`src/rtl/ksa_seq_ctrl.sv`:
```
// ksa_seq_ctrl: multi-precision add/subtract sequencer for one shared external
// 16-bit Kogge-Stone adder. It has no carry-in, so each limb needs two passes.
// Operand limbs A[i] and B[i] are loaded over Wishbone. Pass 1 adds the limbs.
// Pass 2 adds the carry coming in from the limb below. The result limbs R[i],
// the final carry (COUT) and a sticky DONE flag can then be read back. An
// optional one-cycle irq pulse marks completion.
//
// Ports:
//   wb_clk_i, wb_rst_n        clock; asynchronous active-low reset
//   wbs_cyc_i/stb_i/we_i      Wishbone cycle, strobe, write enable
//   wbs_sel_i                 byte selects (unused, full-word access only)
//   wbs_adr_i, wbs_dat_i      byte address, write data
//   wbs_ack_o, wbs_dat_o      registered acknowledge and read data
//   ksa_a, ksa_b              operands driven to the external adder
//   ksa_sum, ksa_cout         combinational adder result, same cycle
//   irq                       completion pulse, one cycle, gated by CTRL.IE
module ksa_seq_ctrl #(
  parameter int          NLIMBS    = 4,
  parameter logic [31:0] BASE_ADDR = 32'h3000_0000
) (
  input  logic        wb_clk_i,
  input  logic        wb_rst_n,
  input  logic        wbs_stb_i,
  input  logic        wbs_cyc_i,
  input  logic        wbs_we_i,
  input  logic [3:0]  wbs_sel_i,
  input  logic [31:0] wbs_adr_i,
  input  logic [31:0] wbs_dat_i,
  output logic        wbs_ack_o,
  output logic [31:0] wbs_dat_o,
  output logic [15:0] ksa_a,
  output logic [15:0] ksa_b,
  input  logic [15:0] ksa_sum,
  input  logic        ksa_cout,
  output logic        irq
);

  localparam int IDX_W = (NLIMBS > 1) ? $clog2(NLIMBS) : 1;
  localparam logic [IDX_W-1:0] LAST_IDX = IDX_W'(NLIMBS - 1);

  typedef enum logic [1:0] {
    ST_IDLE,
    ST_ADD,
    ST_CARRY
  } state_t;

  // Architectural state
  state_t           state_q, state_d;
  logic [IDX_W-1:0] idx_q, idx_d;
  logic [15:0]      a_q [NLIMBS];
  logic [15:0]      a_d [NLIMBS];
  logic [15:0]      b_q [NLIMBS];
  logic [15:0]      b_d [NLIMBS];
  logic [15:0]      r_q [NLIMBS];
  logic [15:0]      r_d [NLIMBS];
  logic [15:0]      tmp_q, tmp_d;     // pass-1 partial sum of the current limb
  logic             c_q, c_d;         // carry entering the current limb
  logic             c1_q, c1_d;       // carry out of pass 1
  logic             sub_q, sub_d;
  logic             ie_q, ie_d;
  logic             done_q, done_d;
  logic             cout_q, cout_d;
  logic             irq_q, irq_d;
  logic             ack_q, ack_d;
  logic [31:0]      dat_q, dat_d;

  // Bus decode
  logic [7:0] off;
  logic       bus_valid;
  logic       bus_acc;
  logic       bus_wr;
  logic       bus_rd;
  logic       busy;
  logic       sel_ctrl;
  logic       sel_stat;
  logic       aligned;
  logic       start;
  logic       c_nxt;

  assign off       = wbs_adr_i[7:0];
  assign bus_valid = wbs_cyc_i & wbs_stb_i & (wbs_adr_i[31:8] == BASE_ADDR[31:8]);
  // A transfer is accepted only while ack is low, so every access takes two
  // cycles and the ack edge is the only edge on which a write can land.
  assign bus_acc   = bus_valid & ~ack_q;
  assign bus_wr    = bus_acc & wbs_we_i;
  assign bus_rd    = bus_acc & ~wbs_we_i;
  assign busy      = (state_q != ST_IDLE);
  assign sel_ctrl  = (off == 8'h00);
  assign sel_stat  = (off == 8'h04);
  assign aligned   = (off[1:0] == 2'b00);
  assign start     = bus_wr & ~busy & sel_ctrl & wbs_dat_i[0];

  // Byte selects and the upper half of write data carry no information here.
  logic unused_ok;
  assign unused_ok = ^{wbs_sel_i, wbs_dat_i[31:16]};

  always_comb begin
    // NOTE: every variable gets a default before any branch. Without the
    // default, a path that skips an assignment infers a latch.
    state_d = state_q;
    idx_d   = idx_q;
    a_d     = a_q;
    b_d     = b_q;
    r_d     = r_q;
    tmp_d   = tmp_q;
    c_d     = c_q;
    c1_d    = c1_q;
    sub_d   = sub_q;
    ie_d    = ie_q;
    done_d  = done_q;
    cout_d  = cout_q;
    irq_d   = 1'b0;
    ack_d   = bus_acc;
    dat_d   = '0;
    ksa_a   = '0;
    ksa_b   = '0;
    c_nxt   = 1'b0;

    // Register reads, captured on the ack edge
    if (bus_rd) begin
      if (sel_ctrl) begin
        dat_d = {29'h0, ie_q, sub_q, 1'b0};
      end else if (sel_stat) begin
        dat_d = {29'h0, cout_q, done_q, busy};
      end else if (aligned) begin
        for (int k = 0; k < NLIMBS; k++) begin
          if (off[5:2] == 4'(k)) begin
            case (off[7:6])
              2'b01:   dat_d = {16'h0, a_q[k]};
              2'b10:   dat_d = {16'h0, b_q[k]};
              2'b11:   dat_d = {16'h0, r_q[k]};
              default: dat_d = '0;
            endcase
          end
        end
      end
    end

    // Configuration and operand writes are frozen while a run is in flight.
    if (bus_wr && !busy) begin
      if (sel_ctrl) begin
        sub_d = wbs_dat_i[1];
        ie_d  = wbs_dat_i[2];
      end
      if (aligned) begin
        for (int k = 0; k < NLIMBS; k++) begin
          if (off[5:2] == 4'(k)) begin
            if (off[7:6] == 2'b01) a_d[k] = wbs_dat_i[15:0];
            if (off[7:6] == 2'b10) b_d[k] = wbs_dat_i[15:0];
          end
        end
      end
    end

    // DONE write-1-to-clear is honoured at any time. The FSM below runs after
    // it, so a completion on the same edge wins.
    if (bus_wr && sel_stat && wbs_dat_i[1]) done_d = 1'b0;

    case (state_q)
      ST_IDLE: begin
        if (start) begin
          state_d = ST_ADD;
          idx_d   = '0;
          c_d     = wbs_dat_i[1];   // subtract seeds the two's-complement +1
          done_d  = 1'b0;
        end
      end
      ST_ADD: begin
        ksa_a   = a_q[idx_q];
        ksa_b   = sub_q ? ~b_q[idx_q] : b_q[idx_q];
        tmp_d   = ksa_sum;
        c1_d    = ksa_cout;
        state_d = ST_CARRY;
      end
      ST_CARRY: begin
        // This pass runs even when the incoming carry is 0, which keeps the
        // latency fixed. At most one of the two passes can carry out.
        ksa_a      = tmp_q;
        ksa_b      = {15'h0, c_q};
        r_d[idx_q] = ksa_sum;
        c_nxt      = c1_q | ksa_cout;
        c_d        = c_nxt;
        if (idx_q == LAST_IDX) begin
          cout_d  = c_nxt;
          done_d  = 1'b1;
          irq_d   = ie_q;
          idx_d   = '0;
          state_d = ST_IDLE;
        end else begin
          idx_d   = idx_q + IDX_W'(1);
          state_d = ST_ADD;
        end
      end
      default: state_d = ST_IDLE;
    endcase
  end

  // NOTE: the operand and result arrays are register state visible on the
  // bus and must read 0 after reset, so they are reset like every other flop
  // rather than being left as uninitialised RAM.
  always_ff @(posedge wb_clk_i or negedge wb_rst_n) begin
    if (!wb_rst_n) begin
      state_q <= ST_IDLE;
      idx_q   <= '0;
      a_q     <= '{default: '0};
      b_q     <= '{default: '0};
      r_q     <= '{default: '0};
      tmp_q   <= '0;
      c_q     <= 1'b0;
      c1_q    <= 1'b0;
      sub_q   <= 1'b0;
      ie_q    <= 1'b0;
      done_q  <= 1'b0;
      cout_q  <= 1'b0;
      irq_q   <= 1'b0;
      ack_q   <= 1'b0;
      dat_q   <= '0;
    end else begin
      // NOTE: non-blocking assignments make every flop sample the pre-edge
      // value of every other flop. Blocking assignments here would let the
      // result depend on statement order.
      state_q <= state_d;
      idx_q   <= idx_d;
      a_q     <= a_d;
      b_q     <= b_d;
      r_q     <= r_d;
      tmp_q   <= tmp_d;
      c_q     <= c_d;
      c1_q    <= c1_d;
      sub_q   <= sub_d;
      ie_q    <= ie_d;
      done_q  <= done_d;
      cout_q  <= cout_d;
      irq_q   <= irq_d;
      ack_q   <= ack_d;
      dat_q   <= dat_d;
    end
  end

  assign wbs_ack_o = ack_q;
  assign wbs_dat_o = dat_q;
  assign irq       = irq_q;

endmodule

```
`config.mk`:
```
export PLATFORM = sky130hd
export DESIGN_NAME = ksa_seq_ctrl
export DESIGN_NICKNAME = d
export VERILOG_FILES = /design/src/rtl/ksa_seq_ctrl.sv
export SDC_FILE = /design/constraint.sdc
export NUM_CORES = 1
export LEC_CHECK = 0
export BUFFER_PORTS_ARGS = -buffer_cell sky130_fd_sc_hd__buf_2
export CORE_UTILIZATION = 63
export CTS_CLUSTER_DIAMETER = 200
export DETAILED_ROUTE_END_ITERATION = 6
export PLACE_DENSITY_LB_ADDON = 0.1
export SETUP_SLACK_MARGIN = 0.1
export SYNTH_ARGS = -nofsm -noshare
export SYNTH_HDL_FRONTEND = slang
export SYNTH_SLANG_ARGS = --single-unit
```
`constraint.sdc`:
```
create_clock -name wb_clk_i -period 5.9 [get_ports wb_clk_i]
set_clock_uncertainty 0.2 [all_clocks]
set_input_delay 1.18 -clock wb_clk_i [delete_from_list [all_inputs] [get_ports wb_clk_i]]
set_output_delay 1.18 -clock wb_clk_i [all_outputs]
set_load 0.01 [all_outputs]
```
==> results.cfg <==
[grt]
grt_pass1_wl_mm = 51.25
initial_antenna_violation_count = 2
globalRoute.busiestLayer = met2
gr_layer_usage_met3_pct = 6.735
grt_max_degree = 128
first_global_vias = 8817
total_global_routing_overflow = 0
met1_usage_pct = 46.63
grtUsageTotal_pct = 34.95
grt.met2_usage_pct = 55.97

[power]
powerDensity_nw_per_um2 = 256.3
peakVddDrop_mv = 0.2337
totalPowerFinal_mw = 3.486
leak_pwr_nw = 6.492

[logic_synthesis]
synthDistinctLibCells = 46
share_of_synthesized_flip_flops_with_an_asynchronous_set_or_reset_pct = 100.0
synth-edff-count = 0
synth_top_flop_cell = sky130_fd_sc_hd__dfrtp_1
syn_avg_cell_area_um2 = 13.51
synth_seq_cells = 236
synth.yosys.warnings = 0
synth.yosys.seq_area_share_pct = 49.02
synthCells = 892
post_synth_main_area_contributors = sky130_fd_sc_hd__dfrtp_1 49%, sky130_fd_sc_hd__mux2_2 26%, sky130_fd_sc_hd__mux4_2 6.0%
area_share_of_the_largest_cell_type_after_synthesis_pct = 49.02
most_area_hungry_cell_type_in_the_yosys_netlist = sky130_fd_sc_hd__dfrtp_1
mappedNetlistArea_um2 = 12050

[clock_network]
cts.repair_timing.setup_buffer_count = 0
max-clock-path-buffers = 3
cts.root.buffer_cell = sky130_fd_sc_hd__clkbuf_16
worst_skew_pair.late_latency_ns = 0.53
tritoncts = yes
cts_sinks = 236
numCtsBuffers = 26
cts_resized = 0
htreeDepth = 1
post_cts_hold_buffer_count = 0
clk_transition_reported_paths_ns = 0.06

[floorplan]
chipWidth_um = 140.3
pin_count = 156
dieArea_um2 = 19680
core_footprint_um2 = 18710
die_y_um = 140.3
fp-row-count = 50
floorplan.initialDensity_pct = 64.41

[place]
globalplace.congestion = 0.9381
place_hpwl_mm = 20.70
buffer_ports.inserted = 119

[critical_path]
cp.buffers_inverters = 2
setup.worst_path.start_class = register
worst_ep_arrival_time_ns = 3.07
timing.critical_path.cells = buf_4, mux4_2, xnor2_1, nor2_1, buf_2
path_max_fanout = 27
crit_type = reg -> out
cp_data_required_time_ns = 4.52
crit_slowest_cell = sky130_fd_sc_hd__dfrtp_2
critical_path.max_stage_delay_ns = 1.02
critPathCaptureType = output port
critical-path-top-delay-family = flip-flops

[routing]
drt_first_iter_violations = 812
post_drt_wl_per_cell_um = 26.95
via_per_inst = 6.909
drt-total-wl_mm = 33.50
post-route-drc-count = 0
drt-pass1-iter-count = 7
final_antenna_net_count = 0
num_vias = 8588

[finish]
drive_gt1_share_pct = 49.70
num-nets-final = 1086
area_growth_syn_to_layout_pct = 12.88

[timing]
final_critical_path_time_including_i_o_delays_and_setup_ns = 4.449
worst_slew_margin_rel_pct = 19.56
timing.setup.tns_ns = 0
post-route-period-util_pct = 75.40
worstMarginPinSlew_ns = 1.204
fmaxAchievable_mhz = 224.8
grt_setup_unrepaired = no
final-max-slew-violation-count = 0
setup_viol_count_final = 0
final_hold_viol_count = 0

[worst_hold_path]
timing.hold.worst.class = reg -> reg

[outcome]
status = finished clean

[run]
max-cap-violations = 0
## logic make-up (layout without fill, tap and decap cells)
family	count (synthesis)	count (layout)	share of synthesized area, %
mux	309	309	31.86
fa+ha+maj	8	8	0.8309
other cells	1	19	0.03113
buf+inv	89	188	3.770
flops	236	236	49.02
simple gates	116	116	5.286
compound gates	117	117	8.038
xor+xnor	16	16	1.163
## report_power, final
group	internal [mW]	switching, mW	total [mW]	leakage, nW
clock network	0.976	0.644	1.62	0.423
registers	1.64	0.0127	1.65	3.13
logic	0.0784	0.134	0.212	2.94
total	2.70	0.790	3.49	6.49
## placed cells by master (no fill, tap or decap), drive strengths merged, types with 2 or more instances in the layout
| cell | instances |
|---|---|
| clkinv | 4 |
| xnor2 | 15 |
| and2 | 4 |
| ha | 8 |
| a21oi | 6 |
| a21o | 2 |
| a221oi | 60 |
| o32ai | 17 |
| nand4 | 3 |
| dfrtp | 236 |
| nor4 | 16 |
| o21ai | 6 |
| buf | 135 |
| a22o | 17 |
| nor2 | 33 |
| nand2 | 33 |
| diode | 3 |
| mux4 | 32 |
| or3 | 2 |
| nand3 | 4 |
| inv | 6 |
| a22oi | 6 |
| conb | 16 |
| clkbuf | 41 |
| mux2 | 276 |
| nor3 | 11 |
| nor2b | 3 |
## worst register-to-register path: cells and delay by family, from the launching register on
kind / cells / cell delay [ns]
adders and majority gates: 1 / 0.22
buffers and inverters: 1 / 0.50
DFF: 1 / 1.05
muxes: 1 / 0.58
and+or+nand+nor: 1 / 0.70
## cells in the mapped netlist, types with 11 or more instances
library cell / instances
sky130_fd_sc_hd__mux2_2: 276
sky130_fd_sc_hd__dfrtp_1: 236
sky130_fd_sc_hd__a221oi_1: 60
sky130_fd_sc_hd__clkbuf_1: 44
sky130_fd_sc_hd__nor2_1: 33
sky130_fd_sc_hd__mux4_2: 32
sky130_fd_sc_hd__nand2_1: 28
sky130_fd_sc_hd__a22o_1: 17
sky130_fd_sc_hd__buf_4: 17
sky130_fd_sc_hd__o32ai_1: 17
sky130_fd_sc_hd__xnor2_1: 15
sky130_fd_sc_hd__nor4_1: 14
sky130_fd_sc_hd__buf_1: 11
## cell type report
class	count	area (µm²)
tap	234	292.8
clock buffer	41	808.3
antenna	3	7.507
sequential	236	5907
clock inverter	5	52.55
multi-input combinational	582	5767
fill	1231	5106
timing repair buffer	135	738.2
inverter	7	26.28
## sequential cells by signal, indices dropped and copies added (netlist names)
name,flops
wbs_ack_o,1
c1_q,1
b_q,64
done_q,1
idx_q,2
ie_q,1
c_q,1
r_q,64
irq,1
wbs_dat_o,16
a_q,64
cout_q,1
state_q,2
tmp_q,16
sub_q,1
## per-layer routing
layer | vias up | share of wire [%]
li1 | 3578 | -
met1 | 4389 | 40
met2 | 509 | 47
met3 | 112 | 8.4
met4 | 0 | 5.0
met5 | - | 0
## path summary, 6_finish.rpt
kind,slack (ns),to,cells after the start,startpoint
max in group asynchronous,3.82,b_q[44],2,wb_rst_n
setup reg to reg,2.54,r_q[31],4,idx_q[1]
setup / recovery,1.45,ksa_b[10],5,idx_q[0]
hold / removal,0.31,r_q[36],1,r_q[36]
hold reg to reg,0.31,r_q[36],1,r_q[36]
min in group asynchronous,0.57,tmp_q[0],1,wb_rst_n
## through the flow
step                cell area (µm²)  setup slack (ns)  hold slack (ns)  util, %  cells
finish                        13600             1.451           0.3051    72.70   1243
global route                  13590             1.277           0.3129    72.68   1241
CTS                           13590             1.439           0.3047    72.66   1240
detailed placement            12730             1.787           0.2919    68.06   1194
global placement              12730             1.894           0.2757    68.06   1194
floorplan                     12100             2.564           0.2498        -    907
Power figures use the tool's default switching activity.
